<file path="src/rtl/ex_fwd_ctrl_if.sv">
// ex_fwd_ctrl_if: bundle between the decode/pipeline control logic and the
// EX-stage forwarding controller. The master drives the DE-stage instruction
// description and pipeline controls; the slave (ex_fwd_ctrl) returns the
// registered forward selects and the combinational load-use stall.
// Optional statistics counters appear when FWD_STATS_EN is defined.
interface ex_fwd_ctrl_if #(
  parameter int REG_IDX_W = 5,
  parameter int CNT_W     = 32
);
  logic                 de_valid;
  logic [REG_IDX_W-1:0] de_rs1;
  logic [REG_IDX_W-1:0] de_rs2;
  logic                 de_use_rs1;
  logic                 de_use_rs2;
  logic [REG_IDX_W-1:0] de_rd;
  logic                 de_wr;
  logic                 de_is_load;
  logic                 freeze;
  logic                 flush;
  logic                 mem_to_ex_fwd1;
  logic                 mem_to_ex_fwd2;
  logic                 wb_to_ex_fwd1;
  logic                 wb_to_ex_fwd2;
  logic                 load_use_stall;
`ifdef FWD_STATS_EN
  logic [CNT_W-1:0]     stall_cnt;
  logic [CNT_W-1:0]     fwd_cnt;
`endif

  modport master (
    output de_valid, de_rs1, de_rs2, de_use_rs1, de_use_rs2,
    output de_rd, de_wr, de_is_load, freeze, flush,
    input  mem_to_ex_fwd1, mem_to_ex_fwd2, wb_to_ex_fwd1, wb_to_ex_fwd2,
    input  load_use_stall
`ifdef FWD_STATS_EN
    , input stall_cnt, fwd_cnt
`endif
  );

  modport slave (
    input  de_valid, de_rs1, de_rs2, de_use_rs1, de_use_rs2,
    input  de_rd, de_wr, de_is_load, freeze, flush,
    output mem_to_ex_fwd1, mem_to_ex_fwd2, wb_to_ex_fwd1, wb_to_ex_fwd2,
    output load_use_stall
`ifdef FWD_STATS_EN
    , output stall_cnt, fwd_cnt
`endif
  );
endinterface

</file>
<file path="src/rtl/ex_fwd_ctrl.sv">
// ex_fwd_ctrl: producer side of the EX-stage forwarding logic.
// Keeps a three-deep window (EX, MEM, WB) of in-flight destination registers,
// produces registered rs1/rs2 forward selects that line up with the DE/EX
// pipeline register, and raises a combinational load-use stall that turns
// the next EX entry into a bubble.
// Optional feature macro: FWD_STATS_EN adds saturating stall_cnt / fwd_cnt.
module ex_fwd_ctrl #(
  parameter int REG_IDX_W = 5,
  parameter int CNT_W     = 32
) (
  input logic         clk,
  input logic         rst,
  ex_fwd_ctrl_if.slave bus
);

  typedef struct packed {
    logic                 valid;
    logic [REG_IDX_W-1:0] rd;
    logic                 wr;
    logic                 is_load;
  } slot_t;

  localparam int EX  = 0;
  localparam int MEM = 1;
  localparam int WB  = 2;

  // Reject nonsensical widths at elaboration time.
  if (REG_IDX_W < 1 || CNT_W < 1) begin : g_param_check
    $error("ex_fwd_ctrl: REG_IDX_W and CNT_W must be at least 1");
  end

  // WB is kept only to complete the window; regfile write-through covers it.
  slot_t slot [3];

  logic  mem_fwd1_q, mem_fwd2_q, wb_fwd1_q, wb_fwd2_q;
  logic  mem_fwd1_d, mem_fwd2_d, wb_fwd1_d, wb_fwd2_d;
  logic  ex_writes, mem_writes;
  logic  rs1_hits_ex, rs2_hits_ex;
  logic  stall;
  logic  advance;
  slot_t de_slot;

  // x0 is hardwired zero, so it never counts as a real producer.
  assign ex_writes  = slot[EX].valid  && slot[EX].wr  && (slot[EX].rd  != '0);
  assign mem_writes = slot[MEM].valid && slot[MEM].wr && (slot[MEM].rd != '0);

  assign rs1_hits_ex = bus.de_use_rs1 && (bus.de_rs1 == slot[EX].rd);
  assign rs2_hits_ex = bus.de_use_rs2 && (bus.de_rs2 == slot[EX].rd);

  // A load in EX cannot forward yet; a redirect or freeze overrides the stall.
  assign stall = bus.de_valid && ex_writes && slot[EX].is_load &&
                 (rs1_hits_ex || rs2_hits_ex) && !bus.flush && !bus.freeze;

  assign advance = !bus.freeze && !bus.flush && !stall;

  assign de_slot = '{valid:   bus.de_valid,
                     rd:      bus.de_rd,
                     wr:      bus.de_wr,
                     is_load: bus.de_is_load};

  // Next-cycle selects for the DE instruction; the newest producer (MEM) wins.
  always_comb begin
    mem_fwd1_d = 1'b0;
    mem_fwd2_d = 1'b0;
    wb_fwd1_d  = 1'b0;
    wb_fwd2_d  = 1'b0;
    mem_fwd1_d = bus.de_valid && bus.de_use_rs1 && ex_writes &&
                 (bus.de_rs1 == slot[EX].rd);
    mem_fwd2_d = bus.de_valid && bus.de_use_rs2 && ex_writes &&
                 (bus.de_rs2 == slot[EX].rd);
    wb_fwd1_d  = bus.de_valid && bus.de_use_rs1 && mem_writes &&
                 (bus.de_rs1 == slot[MEM].rd) && !mem_fwd1_d;
    wb_fwd2_d  = bus.de_valid && bus.de_use_rs2 && mem_writes &&
                 (bus.de_rs2 == slot[MEM].rd) && !mem_fwd2_d;
  end

  // Pipeline window and select registers: freeze > flush > stall > advance.
  always_ff @(posedge clk or posedge rst) begin
    if (rst) begin
      for (int i = 0; i < 3; i++) begin
        slot[i] <= '0;
      end
      mem_fwd1_q <= 1'b0;
      mem_fwd2_q <= 1'b0;
      wb_fwd1_q  <= 1'b0;
      wb_fwd2_q  <= 1'b0;
    end else if (bus.freeze) begin
      for (int i = 0; i < 3; i++) begin
        slot[i] <= slot[i];
      end
    end else if (bus.flush || stall) begin
      slot[WB]   <= slot[MEM];
      slot[MEM]  <= slot[EX];
      slot[EX]   <= '0;
      mem_fwd1_q <= 1'b0;
      mem_fwd2_q <= 1'b0;
      wb_fwd1_q  <= 1'b0;
      wb_fwd2_q  <= 1'b0;
    end else begin
      slot[WB]   <= slot[MEM];
      slot[MEM]  <= slot[EX];
      slot[EX]   <= de_slot;
      mem_fwd1_q <= mem_fwd1_d;
      mem_fwd2_q <= mem_fwd2_d;
      wb_fwd1_q  <= wb_fwd1_d;
      wb_fwd2_q  <= wb_fwd2_d;
    end
  end

  assign bus.mem_to_ex_fwd1 = mem_fwd1_q;
  assign bus.mem_to_ex_fwd2 = mem_fwd2_q;
  assign bus.wb_to_ex_fwd1  = wb_fwd1_q;
  assign bus.wb_to_ex_fwd2  = wb_fwd2_q;
  assign bus.load_use_stall = stall;

`ifdef FWD_STATS_EN
  logic [CNT_W-1:0] stall_cnt_q, fwd_cnt_q;
  logic             any_fwd_d;

  assign any_fwd_d = mem_fwd1_d || mem_fwd2_d || wb_fwd1_d || wb_fwd2_d;

  // Saturating event counters; stall already excludes freeze, fwd needs advance.
  always_ff @(posedge clk or posedge rst) begin
    if (rst) begin
      stall_cnt_q <= '0;
      fwd_cnt_q   <= '0;
    end else begin
      if (stall && (stall_cnt_q != '1)) begin
        stall_cnt_q <= stall_cnt_q + 1'b1;
      end
      if (advance && any_fwd_d && (fwd_cnt_q != '1)) begin
        fwd_cnt_q <= fwd_cnt_q + 1'b1;
      end
    end
  end

  assign bus.stall_cnt = stall_cnt_q;
  assign bus.fwd_cnt   = fwd_cnt_q;
`else
  logic unused_advance;
  assign unused_advance = advance;
`endif

endmodule
</file>
<file path="src/flat_wrapper.sv">
// flat-port wrapper written by rule: the top's interface ports become plain ports
module ex_fwd_ctrl_flat 
#(
  parameter int REG_IDX_W = 5,
  parameter int CNT_W     = 32
)
  (clk, rst, bus_de_valid, bus_de_rs1, bus_de_rs2, bus_de_use_rs1, bus_de_use_rs2, bus_de_rd, bus_de_wr, bus_de_is_load, bus_freeze, bus_flush, bus_mem_to_ex_fwd1, bus_mem_to_ex_fwd2, bus_wb_to_ex_fwd1, bus_wb_to_ex_fwd2, bus_load_use_stall);
  ex_fwd_ctrl_if #(.REG_IDX_W(REG_IDX_W), .CNT_W(CNT_W)) bus_i ();
  input logic clk;
  input logic rst;
  input wire logic [$bits(bus_i.de_valid)-1:0] bus_de_valid;
  input wire logic [$bits(bus_i.de_rs1)-1:0] bus_de_rs1;
  input wire logic [$bits(bus_i.de_rs2)-1:0] bus_de_rs2;
  input wire logic [$bits(bus_i.de_use_rs1)-1:0] bus_de_use_rs1;
  input wire logic [$bits(bus_i.de_use_rs2)-1:0] bus_de_use_rs2;
  input wire logic [$bits(bus_i.de_rd)-1:0] bus_de_rd;
  input wire logic [$bits(bus_i.de_wr)-1:0] bus_de_wr;
  input wire logic [$bits(bus_i.de_is_load)-1:0] bus_de_is_load;
  input wire logic [$bits(bus_i.freeze)-1:0] bus_freeze;
  input wire logic [$bits(bus_i.flush)-1:0] bus_flush;
  output wire logic [$bits(bus_i.mem_to_ex_fwd1)-1:0] bus_mem_to_ex_fwd1;
  output wire logic [$bits(bus_i.mem_to_ex_fwd2)-1:0] bus_mem_to_ex_fwd2;
  output wire logic [$bits(bus_i.wb_to_ex_fwd1)-1:0] bus_wb_to_ex_fwd1;
  output wire logic [$bits(bus_i.wb_to_ex_fwd2)-1:0] bus_wb_to_ex_fwd2;
  output wire logic [$bits(bus_i.load_use_stall)-1:0] bus_load_use_stall;
  assign bus_i.de_valid = bus_de_valid;
  assign bus_i.de_rs1 = bus_de_rs1;
  assign bus_i.de_rs2 = bus_de_rs2;
  assign bus_i.de_use_rs1 = bus_de_use_rs1;
  assign bus_i.de_use_rs2 = bus_de_use_rs2;
  assign bus_i.de_rd = bus_de_rd;
  assign bus_i.de_wr = bus_de_wr;
  assign bus_i.de_is_load = bus_de_is_load;
  assign bus_i.freeze = bus_freeze;
  assign bus_i.flush = bus_flush;
  assign bus_mem_to_ex_fwd1 = bus_i.mem_to_ex_fwd1;
  assign bus_mem_to_ex_fwd2 = bus_i.mem_to_ex_fwd2;
  assign bus_wb_to_ex_fwd1 = bus_i.wb_to_ex_fwd1;
  assign bus_wb_to_ex_fwd2 = bus_i.wb_to_ex_fwd2;
  assign bus_load_use_stall = bus_i.load_use_stall;
  ex_fwd_ctrl #(.REG_IDX_W(REG_IDX_W), .CNT_W(CNT_W)) u_core (.clk(clk), .rst(rst), .bus(bus_i));
endmodule
</file>
<file path="config.mk">
export PLATFORM = sky130hd
export DESIGN_NAME = ex_fwd_ctrl_flat
export DESIGN_NICKNAME = d
export VERILOG_FILES = /design/src/rtl/ex_fwd_ctrl_if.sv /design/src/rtl/ex_fwd_ctrl.sv /design/src/flat_wrapper.sv
export SDC_FILE = /design/constraint.sdc
export NUM_CORES = 1
export LEC_CHECK = 0
export BUFFER_PORTS_ARGS = -buffer_cell sky130_fd_sc_hd__buf_2
export CORE_MARGIN = 5
export CORE_UTILIZATION = 45
export DETAILED_ROUTE_END_ITERATION = 12
export PLACE_DENSITY = 0.73
export SLEW_MARGIN = 20
export SYNTH_ARGS = -nofsm -noshare
export SYNTH_HDL_FRONTEND = slang
export SYNTH_SLANG_ARGS = --single-unit
</file>
<file path="constraint.sdc">
create_clock -name clk -period 1.7 [get_ports clk]
set_input_delay 0.34 -clock clk [delete_from_list [all_inputs] [get_ports clk]]
set_output_delay 0.34 -clock clk [all_outputs]
set_load 0.02 [all_outputs]
</file>
**Yosys cells after proc, flatten, opt, wreduce, memory -nomap -nowiden**

Index checks and enable logic that the tools add are counted.
Widths: inputs -> output; s select.

- Equal/unequal tests: 4
- Mux-type cells: 5
- Reduce and logical (&&, ||, !) cells: 31

Operators with widths:

| operator | count |
|---|---|
| $mux 24 | 1 |
| $logic_and 1x1->1 | 23 |
| $eq 5x5->1 | 4 |
| $reduce_bool 5->1 | 2 |
| $logic_not 1->1 | 4 |
| $mux 1 | 4 |
| $logic_or 1x1->1 | 2 |

- Register bits: 20
- Input port bits: 24
- Output and inout bits: 5
- Logic and storage cells: 52

**Logic depth before layout (Yosys ltp)**

- Depth in word-level cells: 9
- Depth in mapped cells: 6
- Depth with buffers taken out: 5

**Least setup slack after synthesis**

OpenSTA, ideal clock, no wires.

- Path kind: register to output
- Start: register u_core.slot[21] in the netlist's numbering
- End: output port bus_load_use_stall
- Arrival time: 1.730 ns
- Required time: 1.360 ns
- Slack: -0.370 ns
- Cell stages (with the launch flop): 7
- Path buffers: 1
- Path through: dfrtp_1 > xor2_1 > nor4_1 > and3_2 > o211ai_2 > buf_6 > nor3_1

- Longest elaborated chain between the ends: 7
- Elaborated cells on any way between the ends: 12
- Classes of those cells: eq/ne (2); reduce/logical (10)

Ends and longest elaborated chain:

| element | RTL line | text |
|---|---|---|
| start, declared | ex_fwd_ctrl.sv:33 | `slot_t slot [3];` |
| start signal, assigned by index | ex_fwd_ctrl.sv:89 | `slot[i] <= slot[i];` |
| start signal, assigned by index | ex_fwd_ctrl.sv:92 | `slot[WB] <= slot[MEM];` |
| start signal, assigned by index | ex_fwd_ctrl.sv:93 | `slot[MEM] <= slot[EX];` |
| $reduce_bool 5->1 | ex_fwd_ctrl.sv:44 | `assign ex_writes = slot[EX].valid && slot[EX].wr && (slot[EX].rd != '0);` |
| $logic_and 1x1->1 | ex_fwd_ctrl.sv:44 |  |
| $logic_and 1x1->1 (2 in series) | ex_fwd_ctrl.sv:51 | `assign stall = bus.de_valid && ex_writes && slot[EX].is_load &&` |
| $logic_and 1x1->1 * | ex_fwd_ctrl.sv:51 |  |
| $logic_and 1x1->1 * (2 in series) | ex_fwd_ctrl.sv:52 | `(rs1_hits_ex \|\| rs2_hits_ex) && !bus.flush && !bus.freeze;` |
| end, declared | flat_wrapper.sv:25 | `output wire logic [$bits(bus_i.load_use_stall)-1:0] bus_load_use_stall;` |

Mark *: on every way between the ends. The rest lies on a longest branch, timed or not.

**Worst setup path after layout**

- Start: register u_core.slot[20] in the netlist's numbering
- End: output port bus_load_use_stall

Same word-level chain as after synthesis.

==> impl_metrics.ini <==
[cells_and_area]
nets = 164
diodes = 0
drive_gt1_share_pct = 45.3
layout.cells.non_filler = 167
seq_area_um2 = 475
multi_input_area_um2 = 531
nFillCells = 193
syn2layout_area_growth_pct = 37.0

[synthesis]
synth_xor_area_share_pct = 17.3
synthAdderAreaFrac_pct = 0
muxShareOfSynthArea_pct = 7.79
synth_top_area_share_pct = 47.0
synth_most_common_cell = dfrtp_1
synth_cell_type_count = 20
ys.flop_type = dfrtp_1
yosysWarnings = 0
ys_async_sr_fraction_pct = 100
synth_area_leaders = dfrtp_1 47%, xor2_1 12%, a32o_1 8.9%
mappedNetlistNets = 114
syn_area_per_cell_um2 = 11.2
synth-compound-area-share_pct = 14.1
synthTopCellsByCount = 19 x dfrtp_1, 14 x xor2_1, 9 x a32o_1
synth_simple_gate_area_share_pct = 11.2
synth_edf_count = 0
synth_top_family_by_area = XOR/XNOR gates
syn_area_mm2 = 0.00101
syn_inst = 90
yosys.area.top_type = dfrtp_1
ys_seq_area_share_pct = 47.0
ys_ff_latch = 19

[cts]
h-tree-depth = 1
clk_pin_slew_ns = 0.11
cts-root-buf = clkbuf_4
cts_made_buffers = 3
cts_tree = built
cts_sinks = 19
clk_path_buf_depth = 2
clk_latency_ns = 0.30
ctsHoldBuffers = 0

[timing]
post-route-period-util_pct = 125
worst_pin_slew_ns = 0.360
setup_viol = 11
setup_slack_ns = -0.417
rsz0062_at_grt = yes
slew_headroom_pct = 76.0
setup_tns_ns = -2.59
slew_viol_final = 0
finalClockSkew_ns = 0.0120
hold_viol = 0
max_freq_mhz = 472
min_period_ns = 2.12

[setup_path]
cpMaxStageDelayCell = dfrtp_1
cp_top_family = simple AND/OR/NAND/NOR gates
crit_buf_inv = 1
path_cells = xor2_1 > nor4_1 > and3_2 > o211ai_4 > nor3_4 > buf_6
cpPeakStageDelay_ns = 0.43
path_max_fanout = 3
critPathArrivalTime_ns = 1.78
crit_type = flip-flop to primary output
start_kind = flip-flop
cp.required_ns = 1.36
crit_path_start = u_core.slot[20]
worstSetupEndpointType = primary output
r2r-start = u_core.slot[20]
r2r_setup_slack_ns = -0.23

[route]
wl_mm = 2.60
drc = 0
vias_per_cell = 5.57
vias = 930
wire_per_inst_um = 15.6
ant_nets = 0
dr.pass1.iters = 4
initialDrtViolationCount = 20

[floorplan]
dieArea_mm2 = 0.00330
io_pins = 29
core.rowCount = 17
initial_core_util_pct = 46.7
core_mm2 = 0.00217
die_height_um = 57.4
die_w_um = 57.4

[worst_hold_path]
hold_path.class = primary input to asynchronous set/reset pin

[place]
dp_cells = 160
hpwl_mm = 1.94
globalplace.congestion = 0.952
port_buffers = 28

[grt]
grt_overflow = 0
first_global_vias = 976
grt_pass1_wl_mm = 4.15
track_usage_pct = 16.2
antenna_found_initial = 0
grt_start_max_net_pins = 20

[pwr]
p_leak_nw = 0.681
powerDensity_mw_per_mm2 = 690
peakVddDrop_mv = 0.464

[flow_run]
maxCapViolations = 0

[status]
violations = setup timing
run_status = finished, violations left
## flip-flops by register name, indices dropped and copies added, names as in the netlist
register / cells
u_core.bus.mem_to_ex_fwd1: 1
u_core.bus.mem_to_ex_fwd2: 1
u_core.slot: 15
u_core.bus.wb_to_ex_fwd1: 1
u_core.bus.wb_to_ex_fwd2: 1
## path summary, 6_finish.rpt
| check | endpoint | cells after the start |
|---|---|---|
| max | bus_load_use_stall | 6 |
| max in group asynchronous | u_core.slot[14] | 3 |
| min | u_core.slot[15] | 3 |
| min reg2reg | u_core.bus.wb_to_ex_fwd2 | 1 |
| max reg2reg | u_core.slot[17] | 8 |
| min in group clk | u_core.slot[16] | 2 |
## report_power, final
| group | internal (W) | switching [W] | total, W |
|---|---|---|---|
| Sequential | 0.000485 | 0.0000375 | 0.000522 |
| Clock | 0.0000915 | 0.000137 | 0.000229 |
| Combinational | 0.000112 | 0.0000932 | 0.000206 |
## metal layers
layer,vias up,GRT usage [%],routed length [um]
li1,433,-,-
met1,453,21.2,1170
met2,33,24.5,1180
met3,11,2.94,163
met4,0,10.3,90
met5,-,0,0
## worst min-delay path, cell delays in order
cell and delay, ns:
buf_2 0.09, inv_1 0.04, buf_4 0.25
## metrics by stage
step | power (W) | hold WS, ns | cell area (um^2) | setup WS (ns) | util [%]
CTS | 0.000957 | 0.0454 | 1380 | -0.433 | 63.4
global route | 0.00101 | 0.0526 | 1390 | -0.552 | 63.9
global placement | 0.000725 | 0.363 | 1310 | -0.142 | 60.4
finish | 0.000956 | 0.0285 | 1390 | -0.417 | 63.9
detailed placement | 0.000735 | 0.370 | 1310 | -0.139 | 60.4
floorplan | 0.000636 | 0.291 | 1020 | -0.120 | -
## layout by cell type, fill, tap and decap left out, drive strengths merged, types with 2 or more instances in the layout
cell,n
nor4,3
clkbuf,4
nor3,4
a32o,9
xor2,14
xnor2,6
nor2,4
dfrtp,19
mux2,7
nand2,2
nand4,2
nand3,5
buf,49
a21oi,4
o21ai,2
## cell families (layout without fill, tap and decap cells)
logic type | count (synthesis) | in the layout
simple gates | 22 | 22
xor+xnor | 20 | 20
flops | 19 | 19
compound gates | 17 | 17
mux | 7 | 7
buf+inv | 5 | 54
## timing repair
action	4_1_cts	5_1_grt
gates resized for setup	6	2
cloned	1	0
setup buffers	1	1
endpoints found under the setup margin	11	12
pin swaps	3	1
endpoints found under the hold margin	0	0
## cell type report
cell class	count	area share [%]
Timing Repair Buffer	49	22.7
Multi-Input combinational cell	66	38.3
Clock buffer	4	1.90
Tap cell	28	2.53
Sequential cell	19	34.3
Inverter	1	0.271
(Power assumes the default switching activity.)
